--- src/rtl/mmio_io_controller.sv ---
// Memory-mapped I/O: 7-seg/LED outputs, debounced keys/switches, sticky key capture with W1C and irq.
// Latency: writes take effect at the hit edge; read data and rd_valid appear one cycle after rd_en.
// Backpressure: none; every hit access is accepted in a single cycle with no stall.
//
// Ports: clk/reset (async active-low); bus addr/wr_en/wr_data/rd_en -> rd_data/rd_valid, hit (comb decode);
//        KEY (active-low raw), SW (raw) in; LEDR, HEX (active-low segments), irq (registered level) out.
module mmio_io_controller #(
    parameter int               DBITS           = 32,
    parameter logic [DBITS-1:0] ADDR_BASE       = 32'hF000_0000,
    parameter int               HEX_DIGITS      = 4,
    parameter int               LED_WIDTH       = 10,
    parameter int               SW_WIDTH        = 10,
    parameter int               KEY_WIDTH       = 4,
    parameter int               DEBOUNCE_CYCLES = 16
) (
    input  logic                    clk,
    input  logic                    reset,
    input  logic [DBITS-1:0]        addr,
    input  logic                    wr_en,
    input  logic [DBITS-1:0]        wr_data,
    input  logic                    rd_en,
    output logic [DBITS-1:0]        rd_data,
    output logic                    rd_valid,
    output logic                    hit,
    input  logic [KEY_WIDTH-1:0]    KEY,
    input  logic [SW_WIDTH-1:0]     SW,
    output logic [LED_WIDTH-1:0]    LEDR,
    output logic [7*HEX_DIGITS-1:0] HEX,
    output logic                    irq
);
    localparam int HEXW = 4 * HEX_DIGITS;
    localparam int NB   = KEY_WIDTH + SW_WIDTH;
    localparam int CW   = $clog2(DEBOUNCE_CYCLES + 1);
    localparam logic [CW-1:0] CNT_LAST = CW'(DEBOUNCE_CYCLES - 1);

    localparam logic [2:0] OFF_HEX  = 3'd0;
    localparam logic [2:0] OFF_LED  = 3'd1;
    localparam logic [2:0] OFF_KEY  = 3'd4;
    localparam logic [2:0] OFF_SW   = 3'd5;
    localparam logic [2:0] OFF_STAT = 3'd6;
    localparam logic [2:0] OFF_IE   = 3'd7;

    logic [HEXW-1:0]      hex_reg;
    logic [KEY_WIDTH-1:0] press, ovr, key_ie;
    logic [KEY_WIDTH-1:0] press_nxt, ovr_nxt, key_rise, clr_press, clr_ovr;
    logic [NB-1:0]        raw, sync1, sync2, stable, stable_nxt;
    logic [CW-1:0]        cnt     [NB];
    logic [CW-1:0]        cnt_nxt [NB];
    logic [2:0]           off;
    logic                 wr_hit;
    logic [DBITS-1:0]     rd_mux;
    logic                 unused_bits;

    assign unused_bits = ^{addr[1:0], wr_data};

    assign hit    = (addr[DBITS-1:5] == ADDR_BASE[DBITS-1:5]);
    assign off    = addr[4:2];
    assign wr_hit = wr_en & hit;

    // Keys are inverted on entry so every internal bit is 1 = asserted.
    assign raw = {SW, ~KEY};

    // Debounce: a differing synchronised level must persist DEBOUNCE_CYCLES edges before it is accepted.
    always_comb begin
        for (int i = 0; i < NB; i++) begin
            stable_nxt[i] = stable[i];
            cnt_nxt[i]    = '0;
            if (sync2[i] != stable[i]) begin
                if (cnt[i] == CNT_LAST) begin
                    stable_nxt[i] = sync2[i];
                end else begin
                    cnt_nxt[i] = cnt[i] + CW'(1);
                end
            end
        end
    end

    // Press is judged on the accepting edge itself, so capture lines up with the stable update.
    assign key_rise  = stable_nxt[KEY_WIDTH-1:0] & ~stable[KEY_WIDTH-1:0];
    assign clr_press = (wr_hit && off == OFF_STAT) ? wr_data[KEY_WIDTH-1:0]  : '0;
    assign clr_ovr   = (wr_hit && off == OFF_STAT) ? wr_data[16 +: KEY_WIDTH] : '0;
    // A press landing on a cleared bit counts as a fresh capture, not an overrun.
    assign press_nxt = key_rise | (press & ~clr_press);
    assign ovr_nxt   = (key_rise & press & ~clr_press) | (ovr & ~clr_ovr);

    always_comb begin
        rd_mux = '0;
        case (off)
            OFF_HEX:  rd_mux[HEXW-1:0]      = hex_reg;
            OFF_LED:  rd_mux[LED_WIDTH-1:0] = LEDR;
            OFF_KEY:  rd_mux[KEY_WIDTH-1:0] = stable[KEY_WIDTH-1:0];
            OFF_SW:   rd_mux[SW_WIDTH-1:0]  = stable[NB-1:KEY_WIDTH];
            OFF_STAT: begin
                rd_mux[KEY_WIDTH-1:0]  = press;
                rd_mux[16 +: KEY_WIDTH] = ovr;
            end
            OFF_IE:   rd_mux[KEY_WIDTH-1:0] = key_ie;
            default:  rd_mux = '0;
        endcase
    end

    always_ff @(posedge clk or negedge reset) begin
        if (!reset) begin
            hex_reg  <= '0;
            LEDR     <= '0;
            key_ie   <= '0;
            press    <= '0;
            ovr      <= '0;
            irq      <= 1'b0;
            rd_data  <= '0;
            rd_valid <= 1'b0;
            sync1    <= '0;
            sync2    <= '0;
            stable   <= '0;
            for (int i = 0; i < NB; i++) cnt[i] <= '0;
        end else begin
            sync1  <= raw;
            sync2  <= sync1;
            stable <= stable_nxt;
            for (int i = 0; i < NB; i++) cnt[i] <= cnt_nxt[i];
            press <= press_nxt;
            ovr   <= ovr_nxt;
            // Built from current state, so irq trails key_stat/key_ie by one cycle.
            irq   <= |(press & key_ie);
            if (wr_hit) begin
                case (off)
                    OFF_HEX: hex_reg <= wr_data[HEXW-1:0];
                    OFF_LED: LEDR    <= wr_data[LED_WIDTH-1:0];
                    OFF_IE:  key_ie  <= wr_data[KEY_WIDTH-1:0];
                    default: ;
                endcase
            end
            // rd_mux sees pre-write state, so a same-cycle write does not leak into the read.
            rd_valid <= rd_en & hit;
            if (rd_en && hit) rd_data <= rd_mux;
        end
    end

    function automatic logic [6:0] seg7(input logic [3:0] n);
        case (n)
            4'h0: seg7 = 7'h40;  4'h1: seg7 = 7'h79;  4'h2: seg7 = 7'h24;  4'h3: seg7 = 7'h30;
            4'h4: seg7 = 7'h19;  4'h5: seg7 = 7'h12;  4'h6: seg7 = 7'h02;  4'h7: seg7 = 7'h78;
            4'h8: seg7 = 7'h00;  4'h9: seg7 = 7'h10;  4'hA: seg7 = 7'h08;  4'hB: seg7 = 7'h03;
            4'hC: seg7 = 7'h46;  4'hD: seg7 = 7'h21;  4'hE: seg7 = 7'h06;  default: seg7 = 7'h0E;
        endcase
    endfunction

    for (genvar g = 0; g < HEX_DIGITS; g++) begin : g_hex
        assign HEX[7*g +: 7] = seg7(hex_reg[4*g +: 4]);
    end
endmodule

--- config.mk ---
export PLATFORM = sky130hd
export DESIGN_NAME = mmio_io_controller
export DESIGN_NICKNAME = d
export VERILOG_FILES = /design/src/rtl/mmio_io_controller.sv
export SDC_FILE = /design/constraint.sdc
export NUM_CORES = 1
export LEC_CHECK = 0
export BUFFER_PORTS_ARGS = -buffer_cell sky130_fd_sc_hd__buf_2
export CAP_MARGIN = 20
export CELL_PAD_IN_SITES_DETAIL_PLACEMENT = 0
export CELL_PAD_IN_SITES_GLOBAL_PLACEMENT = 2
export CORE_MARGIN = 4
export CORE_UTILIZATION = 30
export CTS_CLUSTER_SIZE = 20
export DETAILED_ROUTE_END_ITERATION = 6
export PLACE_DENSITY = 0.71
export SETUP_SLACK_MARGIN = 0.15
export SLEW_MARGIN = 20
export SYNTH_ARGS = -nofsm -noshare
export SYNTH_HDL_FRONTEND = slang
export SYNTH_SLANG_ARGS = --single-unit
--- constraint.sdc ---
create_clock -name clk -period 1.7 [get_ports clk]
set_input_delay 0.17 -clock clk [delete_from_list [all_inputs] [get_ports clk]]
set_output_delay 0.17 -clock clk [all_outputs]
set_load 0.05 [all_outputs]
## Word-level counts from Yosys, hierarchy flattened

Memory sizes are Yosys's and may differ from the RTL's.
Index checks and enable logic that the tools add are counted.

- Bitwise gates (word level): 14
- Reduce and logical (&&, ||, !) cells: 17
- Equal/unequal tests: 34
- Multiplexer cells: 42
- Add/subtract/negate cells: 14

Operators with widths:

| cell | number |
|---|---|
| $mux W5 | 28 |
| $add A5 B1 Y5 const B | 14 |
| $eq A5 B4 Y1 const B | 14 |
| $eq A27 B27 Y1 const B | 1 |
| $reduce_and A2 Y1 | 13 |
| $and A4 B4 Y4 | 6 |
| $pmux W4 S6 | 1 |
| $pmux W6 S3 | 1 |
| $not A4 Y4 | 4 |
| $ne A1 B1 Y1 | 14 |
| $eq A3 B3 Y1 const B | 4 |
| $mux W4 | 3 |
| $mux W1 | 8 |
| $or A4 B4 Y4 | 2 |
| $mux W6 | 1 |
| $reduce_or A4 Y1 | 1 |
| $eq A3 B1 Y1 const B | 1 |
| $logic_not A3 Y1 | 1 |
| $and A1 B1 Y1 | 2 |
| $logic_and A1 B1 Y1 | 2 |

- Bits in read-only memories: 448
- Bits in registers: 172
- Bits of input ports: 82
- Memories kept: 4
- Logic and storage cells: 160

Memories:

| memory | depth | width | rd ports | clocked after memory_dff | write ports | line | text |
|---|---|---|---|---|---|---|---|
| (no name shown) | 16 | 7 | 1 | 0 | 0 | 140 | `case (n)` |
| (no name shown) | 16 | 7 | 1 | 0 | 0 | 140 |  |
| (no name shown) | 16 | 7 | 1 | 0 | 0 | 140 |  |
| (no name shown) | 16 | 7 | 1 | 0 | 0 | 140 |  |

## Depth between registers and ports, before layout

- Word-level depth: 7
- Mapped depth: 6
- Depth with buffers taken out: 5

## Worst setup path after synthesis

No wires, ideal clock.

- Path type: register to output
- From: reg hex_reg[15]
- To: out HEX[25]
- Path slack: -0.566 ns
- Data arrival time: 2.096 ns
- Path buffers: 2
- Cell stages (with the launch flop): 5
- Data required time: 1.530 ns
- Cell sequence: dfrtp_1 > clkbuf_1 > clkbuf_1 > mux2i_1 > o21ai_0

- Longest elaborated chain between the ends: 1

RTL lines:

| item | line | text |
|---|---|---|
| start: declaration | 43 | `logic [HEXW-1:0] hex_reg;` |
| start signal: assignment | 127 | `OFF_HEX: hex_reg <= wr_data[HEXW-1:0];` |
| $mem_v2 Z16 W7 | n/a |  |
| end: declaration | 28 | `output logic [7*HEX_DIGITS-1:0] HEX,` |

Every way passes these cells.

## Worst setup path after layout

- From: reg hex_reg[12]
- To: out HEX[24]

Same word-level chain as after synthesis.

==> results.md <==
- First-pass GRT wire length: 31.5 mm
- Post-synthesis register bit count: between 150 and 200
- Largest net degree at the start of global routing: 51
- Worst endpoint required time: 1.53 ns
- Clk_lat worst skew: 0.43 ns
- Worst slew pin tran: 0.522 ns
- Max-cap violations: 0
- Worst r2r src: hex_reg[8]$_DFFE_PN0P_
- XOR/XNOR share of the synthesized area: 0.0455
- Clk pwr share: 0.459
- Post-Synth Adder-Cell Area: 0.0588
- CTS H-tree depth: 4
- Reg2Reg Depth: 9
- Async set or reset register ratio after synthesis: 1.00
- CTS root buffer: clkbuf_16
- Initial cell density of the core: 0.308
- Failing checks: negative setup slack
- Min-delay src: wr_data[0]
- Number of I/O pins: around 160
- Grt total ovfl: 0
- Post-synth EDFFs: 0
- Worst hold path type: in -> reg
- Register area share after synthesis: 0.532
- Logic pwr share: 0.064
- Post-synthesis mux area share: 0.132
- CP max FO: 4
- CTS tree: yes
- Clock transition at path regs: ~0.07 ns
- Crit start category: register
- Fin Setup TNS: -5.67 ns
- Chip height: 172 um
- Placed cell areas: 9850 um2
- Post-Route WL: 19.6 mm
- Worst path cell trace: buf_12 > ha_4 > buf_6 > mux4_2 > buf_8
- First-pass detailed-route iteration total: 4
- Crit path from: hex_reg[12]$_DFFE_PN0P_
- Final critical-path setup slack: -0.384 ns
- Nets: 1,078
- Total GRT Usage: 0.136
- Post-synthesis cell type count: 42
- Post-Syn Area: 8090 um2
- Core ar.: 26,300 um2
- Reg power frac: 0.477
- Port buffer count: between 100 and 150
- Worst EP arrival: 1.91 ns
- Num CTS Buffers: 17
- Area fraction in compound gates after synthesis: 0.0535
- Period utilisation layout: 1.23
- Worst hold stages: 2
- Post-Synthesis Cells: 707
- Pre-CTS setup slack: -0.265 ns
- Max Slew Vio Count: 0
- Ant. Diodes: 0
- Outcome: complete, but fails checks
- Slowest library cell on the worst path: mux4_2
- Sw Share: 0.234
- Yosys warning count: 0
- Largest family of logic cells by synthesized area: simple AND/OR/NAND/NOR gates
- PD cells: 756 nW/um2
- Final HPWL DP: 14.5 mm
- Initial antenna violation count: 2
- Cell depth of the worst setup path: 5
- Max stage delay on crit path: around 0.47 ns
- Critical path class: reg -> out
- Fin crit period: 2.08 ns
- Final number of setup-violating endpoints: 28
- Worst Setup End Kind: primary output
- Syn-to-layout area delta: 46.8%
- Final hold slack: 0.0335 ns
- Simple-gate area share of the yosys netlist: 0.136
- Commonest non-fill, non-tap cells in the layout: 163 x dfrtp_1, 99 x buf_2, 65 x nor2_1
- Internal power: 0.00688 W
- Commonest non-fill, non-tap cell in the layout: dfrtp_1
- Max reg flops: 70
- Die X: approximately 170 um
- Vias in the first global route: 5,941
- Worst path buffer plus inverter count: 3
- Die area: 29,600 um2
- Final ANT Viol Nets: 0
- Worst vdd ir: 0.523 mV
- Fin. Hold Viols: 0
- Leak: roughly 5.7 nW
- Final instance area: approximately 12,000 um2
- Rel. slew slack: 0.652
- Fin Clk Skew: 0.0155 ns
- NetSw: between 0.002 and 0.0025 W
- Clock tree sinks: 172
- Worst-case clock buffer depth: 2
- Tot Pwr: about 0.009 W
- Via count: 5,803
- Syn avg cell area: 11.4 um2
- Layout cell share with drive strength beyond 1: 0.453
- WL/cell: between 15 and 20 um
- RSZ-0062 raised after global routing: true
- DRC viols: 0
- Initial detailed-routing violation count: 230
- Placer Congestion: roughly 0.75
- FP Rows: 59
- DR vias/cell: 4.44
- Synth Flop Type: dfrtp_1
- Max Fclk: 480 MHz
- Crit path max-delay family: multiplexers
## cell usage after synthesis, types with 14 or more instances
| master | instances | share of area |
|---|---|---|
| a21oi_1 | 18 | 0.011 |
| and2_1 | 21 | 0.016 |
| and3_1 | 14 | 0.011 |
| dfrtp_1 | 172 | 0.53 |
| ha_1 | 38 | 0.059 |
| inv_1 | 43 | 0.020 |
| mux2_2 | 54 | 0.075 |
| mux2i_1 | 35 | 0.043 |
| nand2_1 | 38 | 0.018 |
| nand3_1 | 29 | 0.018 |
| nor2_1 | 68 | 0.032 |
| o21ai_0 | 35 | 0.022 |
| xor2_1 | 42 | 0.045 |
## power by group through the flow
stage / registers (W) / clock network (W) / logic [W]
floorplan: 0.00434 / 0 / 0.000280
global placement: 0.00436 / 0 / 0.000530
detailed placement: 0.00436 / 0 / 0.000531
CTS: 0.00428 / 0.00425 / 0.000588
global route: 0.00429 / 0.00446 / 0.000655
finish: 0.00428 / 0.00412 / 0.000573
## layout make-up
class                           instances  area [um2]
Timing Repair Buffer                  252        2060
Inverter                               43         184
Multi-Input combinational cell        472        4270
Fill cell                            2460       14400
Clock buffer                           19         453
Clock inverter                         13         176
Tap cell                              335         419
Sequential cell                       172        4320
## cells by family (layout without fill, tap and decap cells)
| family | count (synthesis) | after routing |
|---|---|---|
| simple gates | 212 | 212 |
| flops | 172 | 172 |
| mux | 94 | 94 |
| compound gates | 74 | 74 |
| buf+inv | 74 | 327 |
| xor+xnor | 42 | 42 |
| fa+ha+maj | 38 | 38 |
| other cells | 1 | 12 |
## what timing repair did
action | CTS | global route
gates cloned | 0 | 1
gates resized for setup | 169 | 51
endpoints found under the hold margin | 72 | 0
pin swaps | 30 | 23
setup buffers | 21 | 11
hold buffers | 27 | 0
setup endpoints to repair | 29 | 37
## worst paths after layout
check                                         endpoint  slack [ns]
worst min-delay path               LEDR[0]$_DFFE_PN0P_        0.03
max in group asynchronous       hex_reg[4]$_DFFE_PN0P_        0.82
worst min register to register     sync2[10]$_DFF_PN0_        0.34
worst max register to register  rd_data[8]$_DFFE_PN0P_       -0.02
worst max-delay path                           HEX[24]       -0.38
min in group asynchronous            cnt[60]$_DFF_PN0_        0.25
## through the flow
step,util,cells
after floorplan,-,718
after global placement,0.375,1214
after detailed placement,0.375,1214
after CTS,0.440,1294
after global routing,0.452,1306
final,0.452,1306
## layer usage
layer	vias up	global-route usage	share of wire
li1	2886	-	-
met1	2790	0.180	0.46
met2	101	0.222	0.49
met3	22	0.0350	0.041
met4	4	0.0383	0.013
met5	-	0	0.0016
Note: power is estimated with default switching activity, not from simulation.
